**src/rtl/mem_arbiter.sv**
```systemverilog
// Unified word memory with a single port shared by loader, CPU data and CPU fetch.
// Latency: req -> gnt 2 cycles, gnt -> rvalid 1 cycle; at most one access every 2 cycles.
// Backpressure: a requester holds req/addr/data until its gnt; losers simply wait.
//
// Configuration macro: MEM_ARB_RR_EN
//   defined   - data and fetch share round-robin arbitration (loader still absolute priority)
//   undefined - fixed priority loader > data > fetch
//
// Ports:
//   clk, rst                          clock and synchronous active-low reset
//   ld_req/ld_addr/ld_wdata/ld_gnt    write-only loader port
//   d_req/d_we/d_addr/d_wdata/d_gnt   CPU data port (load/store)
//   d_rvalid/d_rdata                  load return, one cycle after d_gnt
//   f_req/f_addr/f_gnt                CPU instruction fetch port (read-only)
//   f_rvalid/f_rdata                  fetch return, one cycle after f_gnt
//   busy                              high while an access is in its GRANT cycle
//   addr_err                          pulses with gnt when the granted address was out of range
module mem_arbiter #(
    parameter int MEMORY_SIZE = 32,
    parameter int ADDR_WIDTH  = 8,
    parameter int DATA_WIDTH  = 16
) (
    input  logic                  clk,
    input  logic                  rst,
    input  logic                  ld_req,
    input  logic [ADDR_WIDTH-1:0] ld_addr,
    input  logic [DATA_WIDTH-1:0] ld_wdata,
    output logic                  ld_gnt,
    input  logic                  d_req,
    input  logic                  d_we,
    input  logic [ADDR_WIDTH-1:0] d_addr,
    input  logic [DATA_WIDTH-1:0] d_wdata,
    output logic                  d_gnt,
    output logic                  d_rvalid,
    output logic [DATA_WIDTH-1:0] d_rdata,
    input  logic                  f_req,
    input  logic [ADDR_WIDTH-1:0] f_addr,
    output logic                  f_gnt,
    output logic                  f_rvalid,
    output logic [DATA_WIDTH-1:0] f_rdata,
    output logic                  busy,
    output logic                  addr_err
);

    localparam int IDX_W = (MEMORY_SIZE > 1) ? $clog2(MEMORY_SIZE) : 1;
    localparam logic [ADDR_WIDTH:0] MEM_SIZE_W = (ADDR_WIDTH + 1)'(MEMORY_SIZE);

    typedef enum logic {
        S_IDLE  = 1'b0,
        S_GRANT = 1'b1
    } state_t;

    typedef enum logic [1:0] {
        OWN_LD = 2'd0,
        OWN_D  = 2'd1,
        OWN_F  = 2'd2
    } owner_t;

    // FSM state and the latched access
    state_t                  state_q;
    owner_t                  owner_q;
    logic [ADDR_WIDTH-1:0]   addr_q;
    logic                    we_q;
    logic [DATA_WIDTH-1:0]   wdata_q;

    // Registered outputs
    logic                    ld_gnt_q;
    logic                    d_gnt_q;
    logic                    f_gnt_q;
    logic                    d_rvalid_q;
    logic                    f_rvalid_q;
    logic [DATA_WIDTH-1:0]   d_rdata_q;
    logic [DATA_WIDTH-1:0]   f_rdata_q;
    logic                    busy_q;
    logic                    addr_err_q;

    // Read word captured in the GRANT cycle, presented one cycle later
    logic                    d_rpend_q;
    logic                    f_rpend_q;
    logic [DATA_WIDTH-1:0]   rbuf_q;

`ifdef MEM_ARB_RR_EN
    // 1 = fetch was the last of data/fetch to be granted, so data wins the next tie
    logic                    last_f_q;
`endif

    logic [DATA_WIDTH-1:0]   mem_q [MEMORY_SIZE];

    // Arbitration (next owner) and access decode
    logic                    win_vld_d;
    owner_t                  win_d;
    logic                    in_range;
    logic [IDX_W-1:0]        idx;
    logic [DATA_WIDTH-1:0]   rd_word;

    always_comb begin
        win_vld_d = ld_req | d_req | f_req;
        win_d     = OWN_F;
        if (ld_req) begin
            win_d = OWN_LD;
        end else if (d_req && f_req) begin
`ifdef MEM_ARB_RR_EN
            win_d = last_f_q ? OWN_D : OWN_F;
`else
            win_d = OWN_D;
`endif
        end else if (d_req) begin
            win_d = OWN_D;
        end else begin
            win_d = OWN_F;
        end
    end

    assign in_range = ({1'b0, addr_q} < MEM_SIZE_W);
    assign idx      = addr_q[IDX_W-1:0];
    // Out-of-range reads return zero rather than an aliased word
    assign rd_word  = in_range ? mem_q[idx] : '0;

    // Memory array is never reset; a reset during GRANT suppresses the write.
    always_ff @(posedge clk) begin
        if (rst && (state_q == S_GRANT) && we_q && in_range) begin
            mem_q[idx] <= wdata_q;
        end
    end

    always_ff @(posedge clk) begin
        if (!rst) begin
            state_q    <= S_IDLE;
            owner_q    <= OWN_LD;
            addr_q     <= '0;
            we_q       <= 1'b0;
            wdata_q    <= '0;
            ld_gnt_q   <= 1'b0;
            d_gnt_q    <= 1'b0;
            f_gnt_q    <= 1'b0;
            d_rvalid_q <= 1'b0;
            f_rvalid_q <= 1'b0;
            d_rdata_q  <= '0;
            f_rdata_q  <= '0;
            busy_q     <= 1'b0;
            addr_err_q <= 1'b0;
            d_rpend_q  <= 1'b0;
            f_rpend_q  <= 1'b0;
            rbuf_q     <= '0;
`ifdef MEM_ARB_RR_EN
            last_f_q   <= 1'b0;
`endif
        end else begin
            // Pulse outputs default low
            ld_gnt_q   <= 1'b0;
            d_gnt_q    <= 1'b0;
            f_gnt_q    <= 1'b0;
            addr_err_q <= 1'b0;
            d_rpend_q  <= 1'b0;
            f_rpend_q  <= 1'b0;

            // Read return from the previous GRANT; rdata only moves with rvalid
            d_rvalid_q <= d_rpend_q;
            f_rvalid_q <= f_rpend_q;
            if (d_rpend_q) begin
                d_rdata_q <= rbuf_q;
            end
            if (f_rpend_q) begin
                f_rdata_q <= rbuf_q;
            end

            case (state_q)
                S_IDLE: begin
                    if (win_vld_d) begin
                        state_q <= S_GRANT;
                        busy_q  <= 1'b1;
                        owner_q <= win_d;
                        case (win_d)
                            OWN_LD: begin
                                addr_q  <= ld_addr;
                                we_q    <= 1'b1;
                                wdata_q <= ld_wdata;
                            end
                            OWN_D: begin
                                addr_q  <= d_addr;
                                we_q    <= d_we;
                                wdata_q <= d_wdata;
                            end
                            default: begin
                                addr_q  <= f_addr;
                                we_q    <= 1'b0;
                                wdata_q <= '0;
                            end
                        endcase
                    end
                end
                S_GRANT: begin
                    state_q    <= S_IDLE;
                    busy_q     <= 1'b0;
                    addr_err_q <= !in_range;
                    rbuf_q     <= rd_word;
                    case (owner_q)
                        OWN_LD: begin
                            ld_gnt_q <= 1'b1;
                        end
                        OWN_D: begin
                            d_gnt_q   <= 1'b1;
                            d_rpend_q <= !we_q;
`ifdef MEM_ARB_RR_EN
                            last_f_q  <= 1'b0;
`endif
                        end
                        OWN_F: begin
                            f_gnt_q   <= 1'b1;
                            f_rpend_q <= 1'b1;
`ifdef MEM_ARB_RR_EN
                            last_f_q  <= 1'b1;
`endif
                        end
                        default: begin
                        end
                    endcase
                end
                default: begin
                    state_q <= S_IDLE;
                    busy_q  <= 1'b0;
                end
            endcase
        end
    end

    assign ld_gnt   = ld_gnt_q;
    assign d_gnt    = d_gnt_q;
    assign f_gnt    = f_gnt_q;
    assign d_rvalid = d_rvalid_q;
    assign f_rvalid = f_rvalid_q;
    assign d_rdata  = d_rdata_q;
    assign f_rdata  = f_rdata_q;
    assign busy     = busy_q;
    assign addr_err = addr_err_q;

endmodule

```
**config.mk**
```make
export PLATFORM = sky130hd
export DESIGN_NAME = mem_arbiter
export DESIGN_NICKNAME = d
export VERILOG_FILES = /design/src/rtl/mem_arbiter.sv
export SDC_FILE = /design/constraint.sdc
export NUM_CORES = 1
export LEC_CHECK = 0
export ABC_AREA = 1
export BUFFER_PORTS_ARGS = -buffer_cell sky130_fd_sc_hd__buf_2
export CAP_MARGIN = 30
export CORE_MARGIN = 1
export CORE_UTILIZATION = 45
export DETAILED_ROUTE_END_ITERATION = 8
export MAX_ROUTING_LAYER = met4
export PLACE_DENSITY = 0.6
export SETUP_SLACK_MARGIN = 0.3
export SLEW_MARGIN = 10
export SYNTH_ARGS = -nofsm -noshare
export SYNTH_HDL_FRONTEND = slang
export SYNTH_SLANG_ARGS = --single-unit
```
**constraint.sdc**
```tcl
create_clock -name clk -period 3.1 [get_ports clk]
set_clock_uncertainty 0.15 [all_clocks]
set_input_delay 0 -clock clk [delete_from_list [all_inputs] [get_ports clk]]
set_output_delay 0 -clock clk [all_outputs]
set_load 0.02 [all_outputs]
```
==> results.txt <==
Across the VDD grid, the largest voltage drop is 511 µV. The final number of setup-violating endpoints is 0. The run finished with clean final reports. The run gives 2 as the CTS H-tree depth. Of all cell types, the one taking the most synthesized area is sky130_fd_sc_hd__edfxtp_1. The synthesized design contains 601 register bits. After detailed routing, the number of vias per cell comes to 5.54. Count of TritonRoute iterations in the first routing pass: 5.

The share of flip-flops with an asynchronous set or reset after synthesis is 0%, and the clock period minus worst slack is 2.62 ns. CTS saw 601 sinks. The via count of the first global-routing pass was 16,300.

The worst setup path is of the input port to flop kind. The global-route wire length before repair was 101,000 µm. The most used flip-flop cell after synthesis is sky130_fd_sc_hd__edfxtp_1. The number of buffer and inverter stages on the critical path was 6; the part of the Yosys area used for sequential elements was 72.0%.

Yosys printed 0 warnings. The worst setup path is launched from an input port. For the top-level port count, the log shows 101. The width of the die is 232 µm. The signed area change from the synthesized netlist to the final layout came out at 17.4%.

The repair_antennas step left the layout with diodes totalling 0. Entering global routing, the biggest net connects 148 pins. Total count of hold-check failures in the final report: 0. Counting cells, the worst reg-to-reg path comes to 5. The die covers 53,900 µm². In the post-synthesis netlist, the cell with the most instances is sky130_fd_sc_hd__nand2_1. The reported leakage power came out at 10.6 nW. Clock latency on the worst-skew pair, taken at its later pin, is 0.63 ns. Once the floorplan was initialized, standard cells occupied 46.0% of the core.

The min-delay analysis places its worst path in the category input port to flop. Based on the critical path, the design can be clocked at up to 0.382 GHz. Routed length per placed instance: 22.2 µm. TritonCTS built the clock tree.

The number of clock buffers inserted by TritonCTS is 60. The worst pin sits at a relative slew slack of 40.5%. The transition time at the pin with the least slew margin was 0.891 ns; the aggregate negative setup slack was 0 ns. The initial antenna violation count is 1. For the worst setup path, the data required time is 3.46 ns. Power spread over the standard cell area amounts to 646 nW/µm².

The tools report the element type at the critical path end as a flop. The routed design has 67,300 µm of wire. The total overflow left after global routing is 0. After clock tree synthesis, the clock-pin slew on the worst setup and hold paths is 0.06 ns. The tools report the total count of max-transition violations in the final report as 0. Broken down by cell family, the worst path's largest delay share belongs to buffers and inverters. The final critical path takes up 84.4% of the cycle. The worst hold path passes through 4 cells.

The logs give 26.0% for the total global-route track usage and 0.889 for the routability congestion estimate from global placement. The number of fill cells is 4,388. The critical path crosses 10 cells after its start point. Sorting the synthesized cells by area gives the leading types as sky130_fd_sc_hd__edfxtp_1 65%, sky130_fd_sc_hd__nand2_1 11%, sky130_fd_sc_hd__nand3_1 9.5%. The logs give 23,800 µm² for the area of the mapped netlist and 3 for the deepest clock path buffer count. In the synthesized netlist, the cells that appear most often are 723 x sky130_fd_sc_hd__nand2_1, 512 x sky130_fd_sc_hd__edfxtp_1, 454 x sky130_fd_sc_hd__nand3_1, 102 x sky130_fd_sc_hd__nor2_1, 89 x sky130_fd_sc_hd__dfxtp_1. The synthesized instance count was 2,124.

The die is 232 µm tall. The floorplan step defined a core boundary enclosing 51,800 µm². Of the post-synthesis cell area, the dominant cell type holds 64.5%.

Across all layers, the routed design uses 16,800 vias. After detailed routing, the number of remaining DRC violations is 0. For this run, the post-layout net count is 2,365. Once detail routing completed, the nets flagged for antenna violations numbered 0. Max-cap violations in this run came to 0. Setup repair after global routing left no endpoint under its margin.

For the synthesized netlist net count, the log shows 2,186. Along the worst path, the maximum fanout reaches 28. Averaged over all synthesized cells, the footprint is 11.2 µm².

Row generation in the floorplan step produced 83 rows. Cell with the most instances on the worst path: sky130_fd_sc_hd__dlygate4sd3_1. Walking the worst path, the cells encountered are dlygate4sd3_1 > buf_2 > nor3_1 > dlygate4sd3_1 > inv_1 > nand2_2 > inv_2 > o21ai_0 > a41oi_1 > dlygate4sd3_1. In this run, the number of DRC markers left after iteration 0 of detailed routing was 1,867. The largest single stage delay on the critical path is 0.63 ns. Buffer cell driving the clock tree root: sky130_fd_sc_hd__clkbuf_16. The cell at the slowest stage of the critical path is sky130_fd_sc_hd__dlygate4sd3_1.

STA puts the critical path data arrival time at 2.98 ns. The count of buffers inserted at the top-level ports was 100; the final HPWL from detailed placement was 39,400 µm. The core occupancy in the finished layout is 54.0%. The number of post-CTS setup repair buffers was 0; the count of flip-flops with a built-in enable after synthesis was 512. In the final layout, the share of cells above drive strength 1 is 11.9%. The number of different library cells in the post-synthesis netlist is 26.
stage by stage:
step	power (W)	cells	area, µm²	worst slack [ns]	hold WS, ns
floorplan	0.0102	2124	23800	0.674	0.00480
global placement	0.0109	2849	25300	0.803	0.119
detailed placement	0.0109	2850	25300	0.760	0.126
CTS	0.0182	3033	28000	0.388	0.00800
global route	0.0186	3033	28000	0.375	0.0719
finish	0.0181	3033	28000	0.483	0.0536
final timing paths:
path / startpoint / end / slack [ns]
max reg2reg: state_q$_SDFF_PP0_ / wdata_q[9]$_SDFFE_PN0P_ / 0.53
max: f_req / flop / 0.48
min reg2reg: we_q$_SDFFE_PN0P_ / d_rpend_q$_SDFF_PN0_ / 0.33
min: d_wdata[6] / wdata_q[6]$_SDFFE_PN0P_ / 0.05
report_power, final:
| group | switching (W) | internal (W) | leakage [nW] |
|---|---|---|---|
| sequential | 0.000103 | 0.00889 | 5.36 |
| clock | 0.00308 | 0.00416 | 0.958 |
| combinational | 0.00131 | 0.000534 | 4.29 |
| total | 0.00449 | 0.0136 | 10.6 |
sequential cells by signal (all words and copies together) (netlist names), named ones only:
name	count
mem_q	512
d_rdata	16
f_rdata	16
rbuf_q	16
wdata_q	16
addr_q	8
owner_q	2
addr_err	1
busy	1
d_gnt	1
d_rpend_q	1
d_rvalid	1
f_rpend_q	1
f_rvalid	1
ld_gnt	1
state_q	1
we_q	1
worst register-to-register path, cell delays in order (launching register included):
cell and delay, ns:
sky130_fd_sc_hd__dfxtp_1 0.40, sky130_fd_sc_hd__nor2_2 0.48, sky130_fd_sc_hd__nand2_1 0.09, sky130_fd_sc_hd__dlygate4sd3_1 0.59
sky130_fd_sc_hd__a31oi_1 0.21, sky130_fd_sc_hd__dlygate4sd3_1 0.59
placed cells by master, fill, tap and decap left out, types with 2 or more instances in the layout:
cell type                       instances
sky130_fd_sc_hd__nand2_1              722
sky130_fd_sc_hd__edfxtp_1             512
sky130_fd_sc_hd__nand3_1              454
sky130_fd_sc_hd__nor2_1               101
sky130_fd_sc_hd__buf_2                100
sky130_fd_sc_hd__dfxtp_1               86
sky130_fd_sc_hd__dlygate4sd3_1         71
sky130_fd_sc_hd__buf_4                 64
sky130_fd_sc_hd__clkbuf_16             61
sky130_fd_sc_hd__o21ai_0               48
sky130_fd_sc_hd__a31oi_1               19
sky130_fd_sc_hd__inv_1                 17
sky130_fd_sc_hd__clkbuf_1              17
sky130_fd_sc_hd__buf_12                11
sky130_fd_sc_hd__clkinv_1              10
sky130_fd_sc_hd__clkinv_2               9
sky130_fd_sc_hd__a41oi_1                5
sky130_fd_sc_hd__bufinv_16              5
sky130_fd_sc_hd__clkbuf_8               5
sky130_fd_sc_hd__nor3_1                 4
sky130_fd_sc_hd__nand3_4                4
sky130_fd_sc_hd__a22oi_1                3
sky130_fd_sc_hd__inv_6                  3
sky130_fd_sc_hd__a21oi_1                2
sky130_fd_sc_hd__nand2_2                2
sky130_fd_sc_hd__nor2_2                 2
sky130_fd_sc_hd__inv_2                  2
sky130_fd_sc_hd__dfxtp_4                2
layer usage:
layer / GRT usage (%) / up-vias / share of wire, %
met5: - / - / 0
met4: 10.2 / 0 / 3.9
met3: 3.77 / 144 / 7.1
met2: 39.2 / 653 / 46
met1: 35.7 / 8232 / 43
li1: - / 7767 / -
logic make-up (layout without fill, tap and decap cells):
group / after synthesis / after routing / share of synthesized area [%]
buffers and inverters: 152 / 381 / 2.96
DFF: 601 / 601 / 72.0
and+or+nand+nor: 1292 / 1292 / 23.1
AOI/OAI and AO/OA: 79 / 79 / 1.90
area by class of cell:
| cell class | instances | area (µm²) | area share (%) |
|---|---|---|---|
| flip-flops and latches | 601 | 17200 | 61.4 |
| multi-input cells | 1371 | 5970 | 21.3 |
| repair buffers | 247 | 1940 | 6.93 |
| clock inverters | 29 | 299 | 1.07 |
| well taps | 680 | 851 | 3.04 |
| inverters | 22 | 90.1 | 0.322 |
| clock buffers | 83 | 1660 | 5.93 |
what timing repair did:
| action | in CTS | in global routing |
|---|---|---|
| endpoints found under the setup margin | 0 | 22 |
| hold endpoints to repair | 89 | 0 |
| resized for setup | 0 | 2 |
| hold buffers | 71 | 0 |
Power figures use the tool's default switching activity.
